===== src/rtl/freq_div_pkg.sv =====
`default_nettype none
// ============================================================================
// Module      : freq_div_pkg
// Description : Shared constants and helpers for the programmable divider.
// Revision    : 1.0 - initial release
// ============================================================================
package freq_div_pkg;

    localparam int MIN_DIV   = 2;
    localparam int DEF_WIDTH = 8;

    function automatic int unsigned half_of(input int unsigned d);
        return d >> 1;
    endfunction

endpackage
`default_nettype wire


===== src/rtl/freq_div_half_ext.sv =====
`default_nettype none
// ============================================================================
// Module      : freq_div_half_ext
// Description : Falling-edge half-cycle extender that stretches the high phase
//               by half a clock when the divisor is odd.
// Revision    : 1.0 - initial release
// ============================================================================
module freq_div_half_ext (
    input  logic clk,
    input  logic rst,
    input  logic in,
    input  logic odd,
    output logic out
);

    logic r_ext;

    always_ff @(negedge clk or posedge rst) begin
        if (rst) begin
            r_ext <= 1'b0;
        end else begin
            r_ext <= in & odd;
        end
    end

    assign out = r_ext;

endmodule
`default_nettype wire


===== src/rtl/freq_divider_prog.sv =====
`default_nettype none
// ============================================================================
// Module      : freq_divider_prog
// Description : Runtime-programmable 50%-duty integer clock divider with
//               boundary-aligned divisor updates, period tick and load check.
// Revision    : 1.0 - initial release
// ============================================================================
module freq_divider_prog
    import freq_div_pkg::*;
#(
    parameter int WIDTH       = DEF_WIDTH,
    parameter int DEFAULT_DIV = 5
) (
    input  logic             clk,
    input  logic             rst,
    input  logic             en,
    input  logic             load,
    input  logic [WIDTH-1:0] div_val,
    output logic             out,
    output logic             tick,
    output logic [WIDTH-1:0] div_active,
    output logic             load_err
);

    localparam logic [WIDTH-1:0] c_MIN_DIV = WIDTH'(MIN_DIV);
    localparam logic [WIDTH-1:0] c_ONE     = WIDTH'(1);
    localparam logic [WIDTH-1:0] c_DEFAULT = WIDTH'(DEFAULT_DIV);

    logic [WIDTH-1:0] r_cnt;
    logic [WIDTH-1:0] r_div_q;
    logic [WIDTH-1:0] r_pend_val;
    logic             r_pend;
    logic             r_out_pos;
    logic             r_tick;
    logic             r_load_err;

    logic             w_wrap;
    logic             w_apply;
    logic             w_load_ok;
    logic [WIDTH-1:0] w_cnt_n;
    logic [WIDTH-1:0] w_div_next;
    logic [WIDTH-1:0] w_half;
    logic             w_out_neg;

    assign w_wrap    = (r_cnt == r_div_q - c_ONE);
    assign w_apply   = en & w_wrap;
    assign w_load_ok = load & (div_val >= c_MIN_DIV);
    assign w_cnt_n   = w_wrap ? '0 : r_cnt + c_ONE;

    // A same-edge load takes priority over the pending value at the boundary.
    always_comb begin
        w_div_next = r_div_q;
        if (w_apply) begin
            if (w_load_ok) begin
                w_div_next = div_val;
            end else if (r_pend) begin
                w_div_next = r_pend_val;
            end
        end
    end

    // Threshold uses the divisor that governs the period being entered.
    assign w_half = WIDTH'(half_of(32'(w_div_next)));

    always_ff @(posedge clk or posedge rst) begin
        if (rst) begin
            r_cnt     <= '0;
            r_out_pos <= 1'b0;
            r_div_q   <= c_DEFAULT;
            r_tick    <= 1'b0;
        end else begin
            r_tick <= w_apply;
            if (en) begin
                r_cnt     <= w_cnt_n;
                r_out_pos <= (w_cnt_n < w_half);
                r_div_q   <= w_div_next;
            end
        end
    end

    always_ff @(posedge clk or posedge rst) begin
        if (rst) begin
            r_pend     <= 1'b0;
            r_pend_val <= '0;
            r_load_err <= 1'b0;
        end else begin
            r_load_err <= load & (div_val < c_MIN_DIV);
            if (w_apply) begin
                r_pend <= 1'b0;
            end else if (w_load_ok) begin
                r_pend     <= 1'b1;
                r_pend_val <= div_val;
            end
        end
    end

    freq_div_half_ext u_half_ext (
        .clk (clk),
        .rst (rst),
        .in  (r_out_pos),
        .odd (r_div_q[0]),
        .out (w_out_neg)
    );

    assign out        = r_out_pos | w_out_neg;
    assign tick       = r_tick;
    assign div_active = r_div_q;
    assign load_err   = r_load_err;

endmodule
`default_nettype wire


===== config.mk =====
export PLATFORM = sky130hd
export DESIGN_NAME = freq_divider_prog
export DESIGN_NICKNAME = d
export VERILOG_FILES = /design/src/rtl/freq_div_pkg.sv /design/src/rtl/freq_div_half_ext.sv /design/src/rtl/freq_divider_prog.sv
export SDC_FILE = /design/constraint.sdc
export NUM_CORES = 1
export LEC_CHECK = 0
export CORE_UTILIZATION = 55
export CTS_BUF_LIST = sky130_fd_sc_hd__clkbuf_16
export DETAILED_ROUTE_END_ITERATION = 8
export PLACE_DENSITY = 0.9
export SYNTH_ARGS = -nofsm -noshare
export SYNTH_HDL_FRONTEND = slang
export SYNTH_SLANG_ARGS = --single-unit

===== constraint.sdc =====
create_clock -name clk -period 5.1 [get_ports clk]
set_input_delay 1.02 -clock clk [delete_from_list [all_inputs] [get_ports clk]]
set_output_delay 1.02 -clock clk [all_outputs]
set_load 0.05 [all_outputs]

==> flow_summary_export.csv <==
group,metric,value,unit
status,status,"complete, no violations",
synthesis,synth.top_cells.by_count,"dfrtp_1, nor2_1, a21oi_1, o21ai_0, xnor2_1",
synthesis,postSynthNetCount,209,
worst_setup_path,cp.arrival,3830,ps
routing,routed-wl-met2,1.74,mm
synthesis,synth.distinct_cells,40,
routing,num_vias,1463,
synthesis,netlist_area,1800,um2
timing,final_max_slew_viol_count,0,
synthesis,postSynth.asyncResetShare,100,%
synthesis,synth_warnings,0,
global_route,grt_util_all_layers,24.8,%
timing,final.setup.tns,0,ps
worst_setup_path,critPathLaunchType,"flop",
synthesis,syn_avg_cell_area,9.51,um2
global_route,grt_pass1_vias,1347,
routing,drt-initial-drc-count,66,
die,placeableCoreArea,3080,um2
routing,dr.pass1.iters,4,
routing,ant_nets,0,
flow_run,max_cap_violations,0,
cts,clock_tree_from_tritoncts,"done",
worst_setup_path,timing.reg2reg.setup_slack,970,ps
synthesis,synth_area_leader_cell,"dfrtp_1",
global_route,grt_start_max_net_pins,29,
pwr,power.total,1.44,mW
synthesis,synth_area_leaders,"dfrtp_1, mux2_2, xnor2_1",
die,initial_utilization,58.4,%
cts,clock_latency,290,ps
routing,met1Wirelength,1.63,mm
timing,final-hold-violation-count,0,
routing,routed_wl,3.67,mm
routing,dr_wl_met3,241,um
timing,timing_worst_slew_pin_value,764,ps
synthesis,syn-instance-count,189,
worst_setup_path,setup_crit_end_kind,"primary output",
pwr,ir_worst_vdd,0.373,mV
layout,design.final.nets,231,
cts,cts_inserted_buffers,5,
pwr,power_density,658,nW/um2
pwr,static-leakage-power,0.965,nW
cts,postCtsSetupBuffers,0,
layout,multi_input_area,1000,um2
placement,dpl_cells,248,
routing,route.detailed.wl_per_inst,14.3,um
layout,antenna-diode-count,0,
layout,n_fill_cell,235,
cts,clock_tree.htree_level_count,2,
die,die-height,59.2,um
cts,clock_tree.root_cell,"clkbuf_16",
layout,postLayoutCoreUtil,71.0,%
placement,place.gp.congestion,0.837,
timing,final-setup-viol-count,0,
cts,clkTransAtPathRegs,50,ps
die,cell_rows,20,
placement,number_of_port_buffers,22,
die,die_outline_area,3500,um2
worst_setup_path,worst_ep_required_time,4080,ps
synthesis,fraction_of_the_yosys_area_taken_by_sequential_cells,40.5,%
timing,rsz0062_at_grt,"no",
hold_path,timing.hold.worst.class,"flop to flop",
placement,detailedPlacementHpwl,2.64,mm
routing,topRoutingLayerUsed,"met4",
synthesis,ys_ff_latch,29,
routing,route.detailed.drc,0,
cts,cts.path.max_buffers,2,
synthesis,yosys.cell_count.top_type,"dfrtp_1",
layout,layout.area.seq,728,um2
routing,via_per_inst,5.71,
layout,synthToLayoutAreaGrowth,21.6,%
global_route,grt_overflow,0,
timing,fin_worst_skew,24.9,ps
die,die_x,59.2,um
synthesis,synthFlopType,"dfrtp_1",
die,num_io_pins,23,
synthesis,number_of_enable_type_register_cells_in_the_synthesized_netlist,0,
layout,drive_gt1_share,11.3,%
global_route,antenna_found_initial,0,
worst_setup_path,criticalPathCategory,"flop to primary output",
cts,cts_num_sinks,29,
worst_setup_path,crit_path_max_fo,1,
layout,fin_cells,256,
synthesis,synth.top_cell.area_share,36.2,%
timing,relSlewSlack,49.1,%
global_route,grt_first_pass_wirelength,6.29,mm
cell usage in the layout, fill, tap and decap left out, types with 8 or more instances in the layout:
cell / n
dfrtp_1: 26
clkdlybuf4s50_1: 21
nor2_1: 13
xnor2_1: 12
o21ai_0: 12
a21oi_1: 12
mux2_2: 11
nand2_1: 10
nand2b_1: 10
inv_1: 9
ha_1: 8
where the power goes:
group	total (mW)	internal, mW	leakage (nW)	switching, mW
combinational	0.736	0.333	0.541	0.403
clock	0.266	0.175	0.0762	0.0906
sequential	0.435	0.313	0.348	0.122
worst max-delay path, stage by stage, from the launching register on:
cell and delay, ps:
dfrtn_1 310, or2_2 260, dlygate4sd2_1 420
state kept, by name, summed over array words and instances, names as in the netlist:
register,count
r_cnt,8
tick,1
div_active,8
r_pend,1
r_out_pos,1
r_pend_val,8
load_err,1
u_half_ext.out,1
metrics by stage:
stage               setup slack, ps  hold slack, ps  cell area, um2
floorplan                       837             480            1800
global placement                276             490            2050
detailed placement              274             496            2050
CTS                             243             507            2180
global route                    214             526            2180
finish                          250             503            2180
layer usage:
layer / track usage [%] / up-vias
met5: 0 / -
met1: 33.9 / 689
met3: 7.21 / 7
met2: 38.5 / 52
li1: - / 715
met4: 7.48 / 0
repair_timing:
action | 4_1_cts | 5_1_grt
endpoints found under the setup margin | 1 | 0
hold buffers | 0 | 0
endpoints found under the hold margin | 0 | 0
resized for setup | 1 | 0
layout make-up:
class | instances | area share, %
multi-input cells | 144 | 45.9
flip-flops and latches | 29 | 33.3
repair buffers | 24 | 10.7
clock buffers | 5 | 5.73
well taps | 44 | 2.52
inverters | 7 | 1.20
clock inverters | 3 | 0.573
worst paths after layout:
check,startpoint,endpoint,cells past startpoint
min in group asynchronous,rst,r_out_pos$_DFFE_PP0P_,3
hold reg to reg,r_pend_val[0]$_DFFE_PP0P_,r_pend_val[0]$_DFFE_PP0P_,1
hold / removal,r_pend_val[0]$_DFFE_PP0P_,r_pend_val[0]$_DFFE_PP0P_,1
setup / recovery,u_half_ext.out$_DFF_NP0_,out,2
setup reg to reg,div_active[0]$_DFFE_PP1P_,r_out_pos$_DFFE_PP0P_,14
max in group asynchronous,rst,u_half_ext.out$_DFF_NP0_,2
cells by family after synthesis:
family	synth area share (%)
simple gates	18.9
compound gates	16.6
flops	40.5
xor+xnor	7.80
buf+inv	3.62
mux	6.89
fa+ha+maj	5.57
Note: power is estimated with default switching activity, not from simulation.
